===== src/rtl/bcd_pkg.sv =====
// rtl/bcd_pkg.sv - shared BCD digit constants and clamp helper
package bcd_pkg;
  localparam int         BCD_W   = 4;
  localparam logic [3:0] BCD_MAX = 4'd9;
  localparam logic [3:0] BCD_MIN = 4'd0;

  function automatic logic [BCD_W-1:0] bcd_clamp(input logic [BCD_W-1:0] d);
    return (d > BCD_MAX) ? BCD_MAX : d;
  endfunction
endpackage


===== src/rtl/bcd_counter_n_if.sv =====
// rtl/bcd_counter_n_if.sv - control/data bundle of the multi-digit BCD counter
interface bcd_counter_n_if #(
  parameter int DIGITS = 3
) ();
  logic                  enable;
  logic                  up;
  logic                  mode_sat;
  logic                  load;
  logic [4*DIGITS-1:0]   load_val;
  logic [4*DIGITS-1:0]   out;
  logic                  tc;
  logic                  ovf;

  modport master (
    output enable, up, mode_sat, load, load_val,
    input  out, tc, ovf
  );

  modport slave (
    input  enable, up, mode_sat, load, load_val,
    output out, tc, ovf
  );
endinterface


===== src/rtl/bcd_digit.sv =====
// rtl/bcd_digit.sv - one BCD digit with carry/borrow in and out
module bcd_digit
  import bcd_pkg::*;
(
  input  logic             clk,
  input  logic             clear,
  input  logic             load,
  input  logic [BCD_W-1:0] load_digit,
  input  logic             step_in,
  input  logic             up,
  input  logic             hold,
  output logic [BCD_W-1:0] digit,
  output logic             step_out
);
  // Ripple out only when this digit is at the edge of its range in the current direction.
  assign step_out = step_in & (up ? (digit == BCD_MAX) : (digit == BCD_MIN));

  always_ff @(posedge clk) begin
    if (clear) begin
      digit <= BCD_MIN;
    end else if (load) begin
      digit <= bcd_clamp(load_digit);
    end else if (step_in && !hold) begin
      if (up) begin
        digit <= (digit == BCD_MAX) ? BCD_MIN : digit + 4'd1;
      end else begin
        digit <= (digit == BCD_MIN) ? BCD_MAX : digit - 4'd1;
      end
    end
  end
endmodule


===== src/rtl/bcd_counter_n.sv =====
// rtl/bcd_counter_n.sv - parametrised up/down BCD counter with prescaler, wrap/saturate, tc and ovf
module bcd_counter_n
  import bcd_pkg::*;
#(
  parameter int DIGITS   = 3,
  parameter int PRESCALE = 1
) (
  input  logic           clk,
  input  logic           clear,
  bcd_counter_n_if.slave bus
);
  localparam int            PW   = (PRESCALE > 1) ? $clog2(PRESCALE) : 1;
  localparam logic [PW-1:0] PMAX = PW'(PRESCALE - 1);

  logic [PW-1:0]         presc;
  logic                  step;
  logic [DIGITS:0]       carry;
  logic                  terminal;
  logic                  hold;
  logic [4*DIGITS-1:0]   cnt;

  assign step     = bus.enable && (presc == PMAX);
  assign carry[0] = step;
  // A carry out of the top digit means the step started from the terminal value.
  assign terminal = carry[DIGITS];
  assign hold     = bus.mode_sat & terminal;

  for (genvar i = 0; i < DIGITS; i++) begin : g_digit
    bcd_digit u_digit (
      .clk        (clk),
      .clear      (clear),
      .load       (bus.load),
      .load_digit (bus.load_val[4*i +: 4]),
      .step_in    (carry[i]),
      .up         (bus.up),
      .hold       (hold),
      .digit      (cnt[4*i +: 4]),
      .step_out   (carry[i+1])
    );
  end

  always_ff @(posedge clk) begin
    if (clear || bus.load) begin
      presc   <= '0;
      bus.tc  <= 1'b0;
      bus.ovf <= 1'b0;
    end else begin
      if (bus.enable) begin
        presc <= (presc == PMAX) ? '0 : presc + PW'(1);
      end
      bus.tc <= terminal;
      if (terminal) begin
        bus.ovf <= 1'b1;
      end
    end
  end

  assign bus.out = cnt;
endmodule


===== src/flat_wrapper.sv =====
// flat-port wrapper written by rule: the top's interface ports become plain ports
module bcd_counter_n_flat import bcd_pkg::*;
#(
  parameter int DIGITS   = 3,
  parameter int PRESCALE = 1
)
  (clk, clear, bus_enable, bus_up, bus_mode_sat, bus_load, bus_load_val, bus_out, bus_tc, bus_ovf);
  bcd_counter_n_if #(.DIGITS(DIGITS)) bus_i ();
  input  logic clk;
  input  logic clear;
  input wire logic [$bits(bus_i.enable)-1:0] bus_enable;
  input wire logic [$bits(bus_i.up)-1:0] bus_up;
  input wire logic [$bits(bus_i.mode_sat)-1:0] bus_mode_sat;
  input wire logic [$bits(bus_i.load)-1:0] bus_load;
  input wire logic [$bits(bus_i.load_val)-1:0] bus_load_val;
  output wire logic [$bits(bus_i.out)-1:0] bus_out;
  output wire logic [$bits(bus_i.tc)-1:0] bus_tc;
  output wire logic [$bits(bus_i.ovf)-1:0] bus_ovf;
  assign bus_i.enable = bus_enable;
  assign bus_i.up = bus_up;
  assign bus_i.mode_sat = bus_mode_sat;
  assign bus_i.load = bus_load;
  assign bus_i.load_val = bus_load_val;
  assign bus_out = bus_i.out;
  assign bus_tc = bus_i.tc;
  assign bus_ovf = bus_i.ovf;
  bcd_counter_n #(.DIGITS(DIGITS), .PRESCALE(PRESCALE)) u_core (.clk(clk), .clear(clear), .bus(bus_i));
endmodule

===== config.mk =====
export PLATFORM = sky130hd
export DESIGN_NAME = bcd_counter_n_flat
export DESIGN_NICKNAME = d
export VERILOG_FILES = /design/src/rtl/bcd_pkg.sv /design/src/rtl/bcd_counter_n_if.sv /design/src/rtl/bcd_digit.sv /design/src/rtl/bcd_counter_n.sv /design/src/flat_wrapper.sv
export SDC_FILE = /design/constraint.sdc
export NUM_CORES = 1
export LEC_CHECK = 0
export ABC_AREA = 1
export BUFFER_PORTS_ARGS = -buffer_cell sky130_fd_sc_hd__buf_2
export CORE_MARGIN = 4
export CORE_UTILIZATION = 47
export CTS_CLUSTER_DIAMETER = 200
export DETAILED_ROUTE_END_ITERATION = 16
export HOLD_SLACK_MARGIN = 0.02
export PLACE_DENSITY_LB_ADDON = 0.12
export REMOVE_ABC_BUFFERS = 1
export SYNTH_ARGS = -nofsm -noshare
export SYNTH_HDL_FRONTEND = slang
export SYNTH_SLANG_ARGS = --single-unit

===== constraint.sdc =====
create_clock -name clk -period 1.4 [get_ports clk]
set_clock_uncertainty 0.05 [all_clocks]
set_input_delay 0 -clock clk [delete_from_list [all_inputs] [get_ports clk]]
set_output_delay 0 -clock clk [all_outputs]
set_load 0.05 [all_outputs]

==> impl_metrics.yaml <==
outcome:
  run_status: "finished, violations left"
  violations: "negative setup slack"
die:
  dieArea_um2: 3515
  row_count: 18
  die_h_um: 59.29
  start_util_pct: 49.45
  ioPinCount: 32
  coreArea_um2: 2500
  die_width_um: 59.29
cts:
  clk_latency_ps: 300
  cts_buffer_depth: 2
  cts.clk_slew.worst_paths_ps: 100
  h-tree-depth: 1
  cts_sinks: 14
  cts_tree: "yes"
  cts_buffers: 3
  root_buffer: "clkbuf_4"
timing:
  finalHoldViolCount: 0
  setup_viol: 11
  min_period_ps: 1470
  slew_violations: 0
  max-slew-margin-rel_pct: 70.44
  max_slew.worst_pin.slew_ps: 442.9
  fin_ws_ps: -69.95
  fmax_mhz: 680.3
  rsz0062_at_grt: "true"
  period_share_pct: 105.0
  worst_hold_slack_ps: 20.48
final_layout:
  syn2layout_area_growth_pct: 49.49
  layout-drive-gt1-share_pct: 41.96
  final_area_um2: 1848
  final_nets: 305
  antenna_cells: 0
synthesis:
  synth.avg_cell_area_um2: 5.697
  ys_ff_latch: 14
  netlist_area_um2: 1236
  yosys_warnings: 0
  syn_inst: 217
  yosysTopAreaCell: "dfxtp_1"
  synth_seq_area_share_pct: 22.67
  yosysTopAreaCellShare_pct: 22.67
  synth_area_leaders: "dfxtp_1 23%, nand2_1 19%, nor2_1 12%"
  synthDistinctLibCells: 27
hold_path:
  hold_path.class: "primary input to register"
  hp-start: "bus_load_val[2]"
  worstHoldEndpoint: "u_core.g_digit[0].u_digit.digit[2]"
  whs_path_depth: 5
worst_setup_path:
  arrival_ps: 1660
  endpoint_kind: "register"
  start_kind: "register"
  crit_family: "simple AND/OR/NAND/NOR gates"
  r2r_start: "u_core.g_digit[0].u_digit.digit[2]"
  critPathSlowestCell: "dfxtp_4"
  max_stage_delay_ps: 380
  r2r_setup_slack_ps: -70
  ff2ff_path_depth: 11
  path_cells: "inv_4, nand2_4, nor2_2, nor2_2, nor2_4, nand4_4, nand2_4, nand2_4, nand2_1, nand2_1, nor2_1"
  crit_type: "register to register"
  reg2reg_to: "u_core.g_digit[1].u_digit.digit[0]"
  crit_top_cell: "nand2_4"
  cp_max_fo: 5
  crit_required_ps: 1590
  path_buf_inv: 1
global_route:
  grt_pass1_vias: 1430
  grt_pass1_wl_um: 5782
  grt_max_degree: 16
  grt-ovfl-total: 0
  grt_use_total_pct: 21.07
  antenna_found_initial: 0
placed_design:
  io_buffers: 31
  hpwl_um: 2512
  gp_routability_congestion: 0.8740
  post_dp_cell_area_um2: 1637
flow_run:
  cap_violations: 0
drt:
  vias_per_cell: 4.949
  first_pass_iters: 4
  drc: 0
  drt_iter0_markers: 66
  vias: 1564
  postRouteAntennaNets: 0
  routed_wl_um: 3504
  wl_per_cell_um: 11.09
power:
  power_w: 0.001520
  leakagePower_nw: 1.016
  pwr_density_cell_nw_per_um2: 822.8
  ir_drop_mv: 0.6125
[per-stage QoR]
stage / instances / utilization [%] / worst slack, ps / TNS [ps]
after floorplan: 210 / - / -426.6 / -5492
after global placement: 304 / 65.47 / -80.34 / -330.6
after detailed placement: 304 / 65.47 / -87.56 / -697.3
after CTS: 315 / 71.67 / -27.56 / -166.3
after global routing: 316 / 73.92 / -220.8 / -2191
final: 316 / 73.92 / -69.95 / -610.5
[cell families (layout without fill, tap and decap cells)]
kind of cell,count (synthesis),after routing,share of synthesized area (%)
xor gates and xnor gates,3,3,2.126
AOI/OAI and AO/OA,33,33,15.08
and+or+nand+nor,137,137,49.90
DFF,14,14,22.67
buffers and inverters,30,99,10.22
[placed cells by master (no fill, tap or decap), types with 2 or more instances in the layout]
cell	instances
buf_2	31
dlygate4sd3_1	3
buf_4	38
nand2_1	56
a22oi_1	2
dfxtp_1	8
xor2_1	3
dfxtp_2	3
a21oi_2	3
inv_2	5
inv_1	17
nand3_2	3
nand2_4	6
a211oi_1	2
a21oi_1	10
o31ai_1	2
nor2_4	4
nand3_1	15
nor2_1	32
clkbuf_4	3
o21ai_0	11
dfxtp_4	3
nor2_2	9
nand2_2	8
[power by group]
group          switching (W)  internal (W)
sequential         0.0000353      0.000432
combinational       0.000433      0.000303
clock               0.000159      0.000159
[cell type report]
type | instances | area [µm²]
well taps | 30 | 37.54
flip-flops and latches | 14 | 295.3
repair buffers | 72 | 470.5
fillers | 221 | 651.9
multi-input cells | 173 | 919.6
inverters | 23 | 88.84
clock buffers | 4 | 36.28
[worst min-delay path, cell delays in order]
cell	delay (ps)
buf_2	90
nand2_1	50
nand2_1	60
a21oi_1	30
nor2_1	100
[what timing repair did]
action | 4_1_cts | 5_1_grt
gates resized for setup | 24 | 18
hold buffers | 3 | 0
setup endpoints to repair | 12 | 13
pin swaps | 5 | 3
hold endpoints to repair | 3 | 0
setup buffers | 4 | 1
[Yosys cell counts]
cell type,instances
buf_2,2
dfxtp_1,14
o22ai_1,1
nand3_1,18
nor2_4,2
clkbuf_1,2
buf_4,1
nand2_4,3
nor3_1,1
a21oi_1,13
nand2_1,64
o31ai_1,2
a22oi_1,2
nor2_1,39
nand2_2,3
a21boi_0,2
o21ai_0,11
inv_2,2
nand4_1,1
inv_1,21
xor2_1,3
nor2_2,4
and2_2,1
a211oi_1,2
nand4_4,1
buf_6,1
buf_1,1
[metal layers]
| metal | share of wire (%) | global-route usage (%) |
|---|---|---|
| met4 | 1.6 | 8.091 |
| met1 | 46 | 27.19 |
| met2 | 48 | 35.88 |
| met5 | 0 | 0 |
| met3 | 4.5 | 1.961 |
[flip-flops by register name, indices dropped and copies added, names as in the netlist]
signal / cells
u_core.g_digit.u_digit.digit: 12
u_core.bus.tc: 1
u_core.bus.ovf: 1
[worst max path at each step]
| stage | startpoint | endpoint | slack [ps] | cells after the start |
|---|---|---|---|---|
| finish | u_core.g_digit[0].u_digit.digit[2] | u_core.g_digit[1].u_digit.digit[0] | -70 | 11 |
| global route | u_core.g_digit[0].u_digit.digit[0] | u_core.g_digit[2].u_digit.digit[3] | -220 | 10 |
| CTS | u_core.g_digit[0].u_digit.digit[2] | u_core.g_digit[2].u_digit.digit[2] | -30 | 10 |
| detailed placement | u_core.g_digit[0].u_digit.digit[3] | u_core.g_digit[2].u_digit.digit[2] | -90 | 9 |
| global placement | u_core.g_digit[1].u_digit.digit[0] | u_core.g_digit[1].u_digit.digit[3] | -80 | 9 |
| floorplan | u_core.g_digit[0].u_digit.digit[2] | u_core.g_digit[2].u_digit.digit[0] | -430 | 10 |
Note: power is estimated with default switching activity, not from simulation.
